==> src/rtl/fir_fold_sequencer_if.sv <==
// Stream and coefficient-port bundle for fir_fold_sequencer.
// The coefficient write signals exist only when FIR_COEF_LOAD_EN is defined.
// master: environment side (drives samples, accepts results).
// slave : the sequencer itself.
interface fir_fold_sequencer_if #(
  parameter int unsigned DWIDTH = 16
);
  logic [DWIDTH-1:0]   i_data;
  logic                i_valid;
  logic                o_ready;
  logic [2*DWIDTH-1:0] o_data;
  logic                o_valid;
  logic                i_ready;
  logic                o_busy;
`ifdef FIR_COEF_LOAD_EN
  logic                i_coef_we;
  logic [3:0]          i_coef_addr;
  logic [DWIDTH-1:0]   i_coef_data;

  modport master (
    output i_data, i_valid, i_ready, i_coef_we, i_coef_addr, i_coef_data,
    input  o_ready, o_data, o_valid, o_busy
  );

  modport slave (
    input  i_data, i_valid, i_ready, i_coef_we, i_coef_addr, i_coef_data,
    output o_ready, o_data, o_valid, o_busy
  );
`else
  modport master (
    output i_data, i_valid, i_ready,
    input  o_ready, o_data, o_valid, o_busy
  );

  modport slave (
    input  i_data, i_valid, i_ready,
    output o_ready, o_data, o_valid, o_busy
  );
`endif
endinterface

==> src/rtl/fir_fold_sequencer.sv <==
// Folded 15-tap low-pass FIR: a single signed MAC is sequenced over all taps of a
// circular delay line for each accepted sample.
// Optional feature macro: FIR_COEF_LOAD_EN (runtime coefficient write port, IDLE only).
// The multiplier output is registered, so one drain cycle follows the last tap;
// a sample accepted at edge E yields o_valid at edge E+NUM_TAPS+1.
module fir_fold_sequencer #(
  parameter int unsigned DWIDTH   = 16,
  parameter int unsigned NUM_TAPS = 15
) (
  input logic                 clk,
  input logic                 rst,
  fir_fold_sequencer_if.slave bus
);

  localparam int unsigned PW      = 2 * DWIDTH;
  localparam logic [3:0]  LastTap = 4'(NUM_TAPS - 1);
  localparam logic [4:0]  NTaps   = 5'(NUM_TAPS);

  localparam logic [1:0] StIdle = 2'd0;
  localparam logic [1:0] StMac  = 2'd1;
  localparam logic [1:0] StOut  = 2'd2;

  if (NUM_TAPS < 2 || NUM_TAPS > 16) begin : g_bad_taps
    $error("NUM_TAPS must be in 2..16");
  end

  // Low-pass tap set; symmetric about tap 7, taps 15 and up are zero.
  function automatic logic [DWIDTH-1:0] default_coef(input int idx);
    logic [15:0] c;
    case (idx)
      0, 14:   c = 16'hFC9C;
      2, 12:   c = 16'h05A5;
      4, 10:   c = 16'hF40C;
      6, 8:    c = 16'h282D;
      7:       c = 16'h4000;
      default: c = 16'h0000;
    endcase
    return DWIDTH'($signed(c));
  endfunction

  logic [1:0]        state_q, state_d;
  logic              ready_q, ready_d;
  logic              valid_q, valid_d;
  logic [PW-1:0]     data_q, data_d;
  logic [PW-1:0]     acc_q, acc_d;
  logic [PW-1:0]     prod_q, prod_d;
  logic              prod_vld_q, prod_vld_d;
  logic              drain_q, drain_d;
  logic [3:0]        wp_q, wp_d;
  logic [3:0]        kcnt_q, kcnt_d;
  logic [DWIDTH-1:0] x_q [16];
  logic [DWIDTH-1:0] x_d [16];
  logic [DWIDTH-1:0] coef [16];

  logic              accept;
  logic [4:0]        idx_sum;
  logic [3:0]        rd_idx;
  logic signed [PW-1:0] product;

`ifdef FIR_COEF_LOAD_EN
  logic [DWIDTH-1:0] coef_q [16];
  logic [DWIDTH-1:0] coef_d [16];

  // Coefficient writes land only in IDLE and only for taps in use.
  always_comb begin
    coef_d = coef_q;
    if (state_q == StIdle && bus.i_coef_we && ({1'b0, bus.i_coef_addr} < NTaps)) begin
      coef_d[bus.i_coef_addr] = bus.i_coef_data;
    end
  end

  // Coefficient store, reset to the default tap set.
  always_ff @(posedge clk or posedge rst) begin
    if (rst) begin
      for (int i = 0; i < 16; i++) coef_q[i] <= default_coef(i);
    end else begin
      coef_q <= coef_d;
    end
  end

  // Expose the live store to the MAC.
  always_comb begin
    coef = coef_q;
  end
`else
  // Fixed coefficients.
  always_comb begin
    for (int i = 0; i < 16; i++) coef[i] = default_coef(i);
  end
`endif

  // Tap read address: (wp - kcnt) mod NUM_TAPS, kept in 5 bits to avoid underflow.
  always_comb begin
    idx_sum = {1'b0, wp_q} + NTaps - {1'b0, kcnt_q};
    rd_idx  = (idx_sum >= NTaps) ? 4'(idx_sum - NTaps) : idx_sum[3:0];
    product = $signed(coef[kcnt_q]) * $signed(x_q[rd_idx]);
  end

  // Sequencer next-state: accept, issue one tap per cycle, drain, then hold result.
  always_comb begin
    state_d    = state_q;
    valid_d    = valid_q;
    data_d     = data_q;
    acc_d      = acc_q;
    prod_d     = prod_q;
    prod_vld_d = prod_vld_q;
    drain_d    = drain_q;
    wp_d       = wp_q;
    kcnt_d     = kcnt_q;
    x_d        = x_q;
    accept     = (state_q == StIdle) && ready_q && bus.i_valid;

    unique case (state_q)
      StIdle: begin
        if (accept) begin
          x_d[wp_q]  = bus.i_data;
          acc_d      = '0;
          kcnt_d     = '0;
          prod_vld_d = 1'b0;
          drain_d    = 1'b0;
          state_d    = StMac;
        end
      end
      StMac: begin
        if (!drain_q) begin
          prod_d     = product;
          prod_vld_d = 1'b1;
          if (prod_vld_q) acc_d = acc_q + prod_q;
          if (kcnt_q == LastTap) begin
            drain_d = 1'b1;
          end else begin
            kcnt_d = kcnt_q + 4'd1;
          end
        end else begin
          // Fold in the last registered product and publish.
          acc_d      = acc_q + prod_q;
          data_d     = acc_q + prod_q;
          valid_d    = 1'b1;
          drain_d    = 1'b0;
          prod_vld_d = 1'b0;
          state_d    = StOut;
        end
      end
      StOut: begin
        if (bus.i_ready) begin
          valid_d = 1'b0;
          wp_d    = (wp_q == LastTap) ? 4'd0 : wp_q + 4'd1;
          state_d = StIdle;
        end
      end
      default: begin
        state_d = StIdle;
      end
    endcase

    ready_d = (state_d == StIdle);
  end

  // State registers; reset clears any partial result and the delay line.
  always_ff @(posedge clk or posedge rst) begin
    if (rst) begin
      state_q    <= StIdle;
      ready_q    <= 1'b0;
      valid_q    <= 1'b0;
      data_q     <= '0;
      acc_q      <= '0;
      prod_q     <= '0;
      prod_vld_q <= 1'b0;
      drain_q    <= 1'b0;
      wp_q       <= '0;
      kcnt_q     <= '0;
      for (int i = 0; i < 16; i++) x_q[i] <= '0;
    end else begin
      state_q    <= state_d;
      ready_q    <= ready_d;
      valid_q    <= valid_d;
      data_q     <= data_d;
      acc_q      <= acc_d;
      prod_q     <= prod_d;
      prod_vld_q <= prod_vld_d;
      drain_q    <= drain_d;
      wp_q       <= wp_d;
      kcnt_q     <= kcnt_d;
      x_q        <= x_d;
    end
  end

  // Output drive.
  always_comb begin
    bus.o_ready = ready_q;
    bus.o_valid = valid_q;
    bus.o_data  = data_q;
    bus.o_busy  = (state_q == StMac) || (state_q == StOut);
  end

endmodule

==> src/flat_wrapper.sv <==
// flat-port wrapper written by rule: the top's interface ports become plain ports
module fir_fold_sequencer_flat 
#(
  parameter int unsigned DWIDTH   = 16,
  parameter int unsigned NUM_TAPS = 15
)
  (clk, rst, bus_i_data, bus_i_valid, bus_i_ready, bus_o_ready, bus_o_data, bus_o_valid, bus_o_busy);
  fir_fold_sequencer_if #(.DWIDTH(DWIDTH)) bus_i ();
  input logic clk;
  input logic rst;
  input wire logic [$bits(bus_i.i_data)-1:0] bus_i_data;
  input wire logic [$bits(bus_i.i_valid)-1:0] bus_i_valid;
  input wire logic [$bits(bus_i.i_ready)-1:0] bus_i_ready;
  output wire logic [$bits(bus_i.o_ready)-1:0] bus_o_ready;
  output wire logic [$bits(bus_i.o_data)-1:0] bus_o_data;
  output wire logic [$bits(bus_i.o_valid)-1:0] bus_o_valid;
  output wire logic [$bits(bus_i.o_busy)-1:0] bus_o_busy;
  assign bus_i.i_data = bus_i_data;
  assign bus_i.i_valid = bus_i_valid;
  assign bus_i.i_ready = bus_i_ready;
  assign bus_o_ready = bus_i.o_ready;
  assign bus_o_data = bus_i.o_data;
  assign bus_o_valid = bus_i.o_valid;
  assign bus_o_busy = bus_i.o_busy;
  fir_fold_sequencer #(.DWIDTH(DWIDTH), .NUM_TAPS(NUM_TAPS)) u_core (.clk(clk), .rst(rst), .bus(bus_i));
endmodule
==> config.mk <==
export PLATFORM = sky130hd
export DESIGN_NAME = fir_fold_sequencer_flat
export DESIGN_NICKNAME = d
export VERILOG_FILES = /design/src/rtl/fir_fold_sequencer_if.sv /design/src/rtl/fir_fold_sequencer.sv /design/src/flat_wrapper.sv
export SDC_FILE = /design/constraint.sdc
export NUM_CORES = 1
export LEC_CHECK = 0
export BUFFER_PORTS_ARGS = -buffer_cell sky130_fd_sc_hd__buf_2
export CAP_MARGIN = 20
export CORE_ASPECT_RATIO = 0.75
export CORE_MARGIN = 1.5
export CORE_UTILIZATION = 46
export DETAILED_ROUTE_END_ITERATION = 7
export HOLD_SLACK_MARGIN = 0.12
export PLACE_DENSITY = 0.61
export SYNTH_ARGS = -nofsm -noshare
export SYNTH_HDL_FRONTEND = slang
export SYNTH_SLANG_ARGS = --single-unit
export TNS_END_PERCENT = 50
==> constraint.sdc <==
create_clock -name clk -period 32.7 [get_ports clk]
set_clock_uncertainty 0.2 [all_clocks]
set_input_delay 6.54 -clock clk [delete_from_list [all_inputs] [get_ports clk]]
set_output_delay 6.54 -clock clk [all_outputs]
set_load 0.05 [all_outputs]
* Yosys cells after proc, flatten, opt, wreduce, memory -nomap -nowiden
Memory sizes are Yosys's and may differ from the RTL's.
Index checks and enable logic that the tools add are counted.
** Operators by class
- Add/subtract/negate cells :: 6
- $mul :: 1
- Order comparisons :: 5
- Eq/ne operators :: 10
- Mux-type cells :: 31
- Bitwise gates (word level) :: 4
- Reduce and logical (&&, ||, !) cells :: 16
** Operators by type and width (count)
- 256-bit bitwise mux :: 1
- 32-bit 2-to-1 mux :: 3
- 16-bit 2-to-1 mux :: 5
- 16-bit binary-select mux with 4-bit select :: 1
- 16-bit demux with 4-bit select :: 1
- 32-bit case mux with 2 select lines :: 1
- 32-bit adder :: 1
- 16-bit by 16-bit multiplier with 32-bit output :: 1
- 4-bit 2-to-1 mux :: 5
- 5-bit greater-or-equal comparator, second input constant :: 3
- 4-bit NOT with 5-bit output :: 3
- 2-bit AND reduction :: 5
- 4-bit by 1-bit adder with 4-bit output, second input constant :: 2
- 4-bit == test, second input constant :: 2
- 4-bit case mux with 2 select lines :: 1
- 1-bit 2-to-1 mux :: 6
- 2-bit 2-to-1 mux :: 3
- 2-bit inequality test, second input constant :: 3
- 1-bit case mux with 2 select lines :: 3
- 2-bit case mux with 3 select lines :: 1
- 3-bit AND reduction :: 2
- 4-bit by 4-bit adder with 5-bit output, second input constant :: 1
- 5-bit by 4-bit greater-or-equal comparator with 1-bit output, second input constant :: 1
- 5-bit by 1-bit less-than comparator with 1-bit output, second input constant :: 1
- 12 further kinds :: 17
** Word-level totals
- Register bits :: 366
- Memory bits (read-only) :: 256
- Input port bits :: 20
- Output and inout bits :: 35
- Word-level logic and storage cells :: 100
- Memories kept :: 1
** Memories
- (no name shown) :: words 16, bits a word 16, rd ports 1, clocked after Yosys merged registers in 0, wr ports 0, RTL line fir_fold_sequencer.sv:96 : product = $signed(coef[kcnt_q]) * $signed(x_q[rd_idx]);

* Longest topological paths before layout
- Depth after elaboration :: 9
- Mapped depth :: 44
- Mapped depth without buffers :: 37

* Worst setup path before layout
Ideal clock, no wire load.
- Kind :: flip-flop to flip-flop
- Start :: reg u_core.kcnt_q[0]
- End :: reg u_core.prod_q[29]
- Library setup time :: 125 ps
- Arrival time :: 9275 ps
- Path slack :: 23099 ps
- Cell stages (with the launch flop) :: 41
- Clock period less this slack :: 9601 ps
- Cells stage by stage :: dfrtp_1 > clkbuf_1 > inv_1 > ha_1 > inv_1 > fa_1 > inv_1 > ha_1 > clkbuf_1 > nor2_1 > o311ai_2 > nand2_2 > buf_6 > buf_6 > buf_8 > mux2i_1 > mux2i_1 > mux2i_1 > [5 not listed] > fa_1 > fa_1 > fa_1 > inv_1 > fa_1 > inv_1 > ha_1 > and3_1 > clkbuf_1 > a221o_1 > nand2_1 > o211ai_1 > a21o_1 > o31ai_1 > o21ai_0 > o21ai_0 > or3_1 > nand3_1
** Between the ends
- Word-level cells in the longest chain between the ends :: 8
** RTL lines
- start: declaration :: RTL line fir_fold_sequencer.sv:50 : logic [3:0] kcnt_q, kcnt_d;
- start signal: assignment :: RTL line fir_fold_sequencer.sv:183 : kcnt_q <= kcnt_d;
- 5-bit by 4-bit subtractor with 5-bit output :: RTL line fir_fold_sequencer.sv:94 : idx_sum = {1'b0, wp_q} + NTaps - {1'b0, kcnt_q};
- 4-bit subtractor or 5-bit by 4-bit greater-or-equal comparator with 1-bit output (tied branches) :: RTL line fir_fold_sequencer.sv:95 : rd_idx = (idx_sum >= NTaps) ? 4'(idx_sum - NTaps) : idx_sum[3:0];
- 4-bit 2-to-1 mux :: RTL line fir_fold_sequencer.sv:95
- 4-bit NOT with 5-bit output (not written as such) :: RTL line fir_fold_sequencer.sv:96
- 16-bit binary-select mux with 4-bit select :: RTL line fir_fold_sequencer.sv:96
- 16-bit 2-to-1 mux (not written as such) (2 in a row) :: RTL line fir_fold_sequencer.sv:96
- 16-bit by 16-bit multiplier with 32-bit output * :: RTL line fir_fold_sequencer.sv:96
- end signal: assignment :: RTL line fir_fold_sequencer.sv:179 : prod_q <= prod_d;
- end: declaration :: RTL line fir_fold_sequencer.sv:46 : logic [PW-1:0] prod_q, prod_d;
Mark *: on every way between the ends. The rest lies on a longest branch, timed or not. The select of a mux whose other input is x is not followed.
A chain may end at the register's enable or synchronous reset.

* Worst setup path in the final report
Same ends and word-level chain as after synthesis.

==> impl_metrics.tcl <==
set metrics [dict create \
    cts_hold_buf 0 \
    multi_input_area_mm2 0.0163 \
    via_per_inst 5.42 \
    fin_nets 2871 \
    hold_start "u_core.bus.o_data[4]$_DFFE_PP0P_" \
    vias 17800 \
    core_area_mm2 0.0579 \
    reg2reg_depth 35 \
    numPortBuffers 54 \
    grt_pass1_vias 19000 \
    crit_fanout 59 \
    slew-limit-headroom 0.210 \
    clk_latency_ps 580 \
    critPathArrivalTime_ps 12080 \
    drcViolationCount 0 \
    syn_area_mm2 0.0272 \
    timing.hold.ws_ps 272 \
    grt_pass1_wl_mm 105 \
    max_freq_ghz 0.0845 \
    yosysSeqAreaShare 0.337 \
    ctsResizeCount 0 \
    die_height_um 214 \
    hold_viol_final 0 \
    async_flop_share 1.00 \
    hold_path.class "reg -> reg" \
    pin_count 55 \
    synth_area_leaders "dfrtp_1 34%, fa_1 16%, mux2_2 12%" \
    place.gp.congestion 0.899 \
    post_drt_wl_per_cell_um 19.4 \
    ys_ff_latch 366 \
    antenna_found_initial 0 \
    r2r_slack_ps 20860 \
    htree_levels 2 \
    finalCriticalPeriod_ps 11840 \
    rsz0062_at_grt "false" \
    ys.flop_type "dfrtp_1" \
    cts_tree "built" \
    max_stage_delay_ps 880 \
    die_w_um 284 \
    post-dp-hpwl_mm 45.1 \
    post-route-util 0.509 \
    netlist.area_leader.share 0.337 \
    cts_inserted_buffers 39 \
    drt_iter0_drc 960 \
    holdPathStages 2 \
    fp-row-count 76 \
    initial_core_util 0.470 \
    synthCells 2464 \
    ys_warn_count 0 \
    min_period_over_period 0.362 \
    crit_path_start_kind "flip-flop" \
    drv_slew 0 \
    cap_violations 0 \
    grt-ovfl-total 0 \
    regArea_mm2 0.00916 \
    root_buffer "clkbuf_16" \
    synth_cell_types 74 \
    criticalPathCategory "reg -> reg" \
    worst_pin_slew_ps 1190 \
    synth-edff-count 0 \
    cts_sinks 366 \
    track_usage 0.220 \
    status "complete, no violations" \
    critPathBufInv 8 \
    yosys.area.top_type "dfrtp_1" \
    critPathCaptureType "flip-flop" \
    areaGrowthSynthToFinish_pct 8.38 \
    synth_common_cells "366 x dfrtp_1, 304 x inv_1, 287 x mux2_2" \
    final.fill_count 5167 \
    die_area_mm2 0.0606 \
    totalWireLength_mm 63.5 \
    setup_viol 0 \
    cts_setup_buffers 0 \
    timing.rr.end "u_core.prod_q[29]$_DFFE_PP0P_" \
    syn_nets 2860 \
    drive_above_1_share 0.198 \
    critPathTopFamily "adder cells" \
    slowest_stage "dfrtp_1" \
    synth.most_common_cell "dfrtp_1" \
    grt_max_degree 139 \
    firstDrtPassIters 5 \
    diodes 0 \
    synth.avg_cell_area_um2 11.0 \
    setup_tns_ps 0 \
    min_to "u_core.bus.o_data[4]$_DFFE_PP0P_" \
    clock_path_buffers 3 \
    reg2reg_from "u_core.kcnt_q[0]$_DFFE_PP0P_" \
    final_antenna_net_count 0 \
    clk_pin_slew_ps 70 \
    critPathRequiredTime_ps 32940 \
]
cell type report:
| class | count | share of cell area |
|---|---|---|
| Multi-Input combinational cell | 1675 | 0.555 |
| Sequential cell | 366 | 0.311 |
| Inverter | 305 | 0.0391 |
| Clock buffer | 60 | 0.0385 |
| Tap cell | 780 | 0.0331 |
| Timing Repair Buffer | 88 | 0.0185 |
| Clock inverter | 9 | 0.00543 |
sequential cells by signal (all words and copies together), names as in the netlist:
signal	flops
u_core.x_q	256
u_core.acc_q	32
u_core.bus.o_data	32
u_core.prod_q	32
u_core.kcnt_q	4
u_core.wp_q	4
u_core.state_q	2
u_core.bus.o_ready	1
u_core.bus.o_valid	1
u_core.drain_q	1
u_core.prod_vld_q	1
cell usage in the layout, fill, tap and decap left out, types with 54 or more instances in the layout:
cell type and count:
o21ai_0 93, mux2_2 287, nor2_1 143, nand2_1 128, mux2i_1 202, dfrtp_1 366
ha_1 158, inv_1 303, fa_1 218, buf_2 54
through the flow:
step	std cells	cell area [um2]	setup slack, ps
4_1_cts	3282	29400	20900
6_report	3283	29500	20860
2_1_floorplan	2464	27200	15800
5_1_grt	3283	29500	20120
3_3_place_gp	3213	28200	21230
3_5_place_dp	3213	28200	20950
layer usage:
layer / GRT usage / vias up / part of all wire
li1: - / 8262 / -
met5: 0 / - / 0
met4: 0.0492 / 0 / 0.019
met3: 0.0360 / 77 / 0.044
met1: 0.329 / 9150 / 0.50
met2: 0.337 / 314 / 0.43
how the worst max path moves through the flow:
stage | start | to | slack [ps] | cells after the start
after global placement | u_core.kcnt_q[0]$_DFFE_PP0P_ | u_core.prod_q[29]$_DFFE_PP0P_ | 21230 | 35
after floorplan | rst | u_core.acc_q[0]$_DFFE_PP0P_ | 15800 | 1
after detailed placement | u_core.kcnt_q[0]$_DFFE_PP0P_ | u_core.prod_q[29]$_DFFE_PP0P_ | 20950 | 35
final | u_core.kcnt_q[0]$_DFFE_PP0P_ | u_core.prod_q[29]$_DFFE_PP0P_ | 20860 | 35
after CTS | u_core.kcnt_q[0]$_DFFE_PP0P_ | u_core.prod_q[29]$_DFFE_PP0P_ | 20900 | 35
after global routing | u_core.kcnt_q[0]$_DFFE_PP0P_ | u_core.prod_q[29]$_DFFE_PP0P_ | 20120 | 35
logic make-up after synthesis:
logic type	count (synthesis)	synth area share
AND/OR/NAND/NOR	444	0.0758
buffers and inverters	423	0.0649
AO/OA/AOI/OAI	297	0.0716
adder cells (fa/ha/maj)	376	0.233
XOR/XNOR	65	0.0212
flip-flops	366	0.337
multiplexers	493	0.197
tightest hold or removal path, delay by kind of cell (launching register included):
family	cells	cell delay, ps
flip-flops	1	330
AO/OA/AOI/OAI	1	60
AND/OR/NAND/NOR	1	40
Power is left out: the tool's default activity adds up to more than one toggle a clock period on the data nets, which glitch-free logic cannot reach.
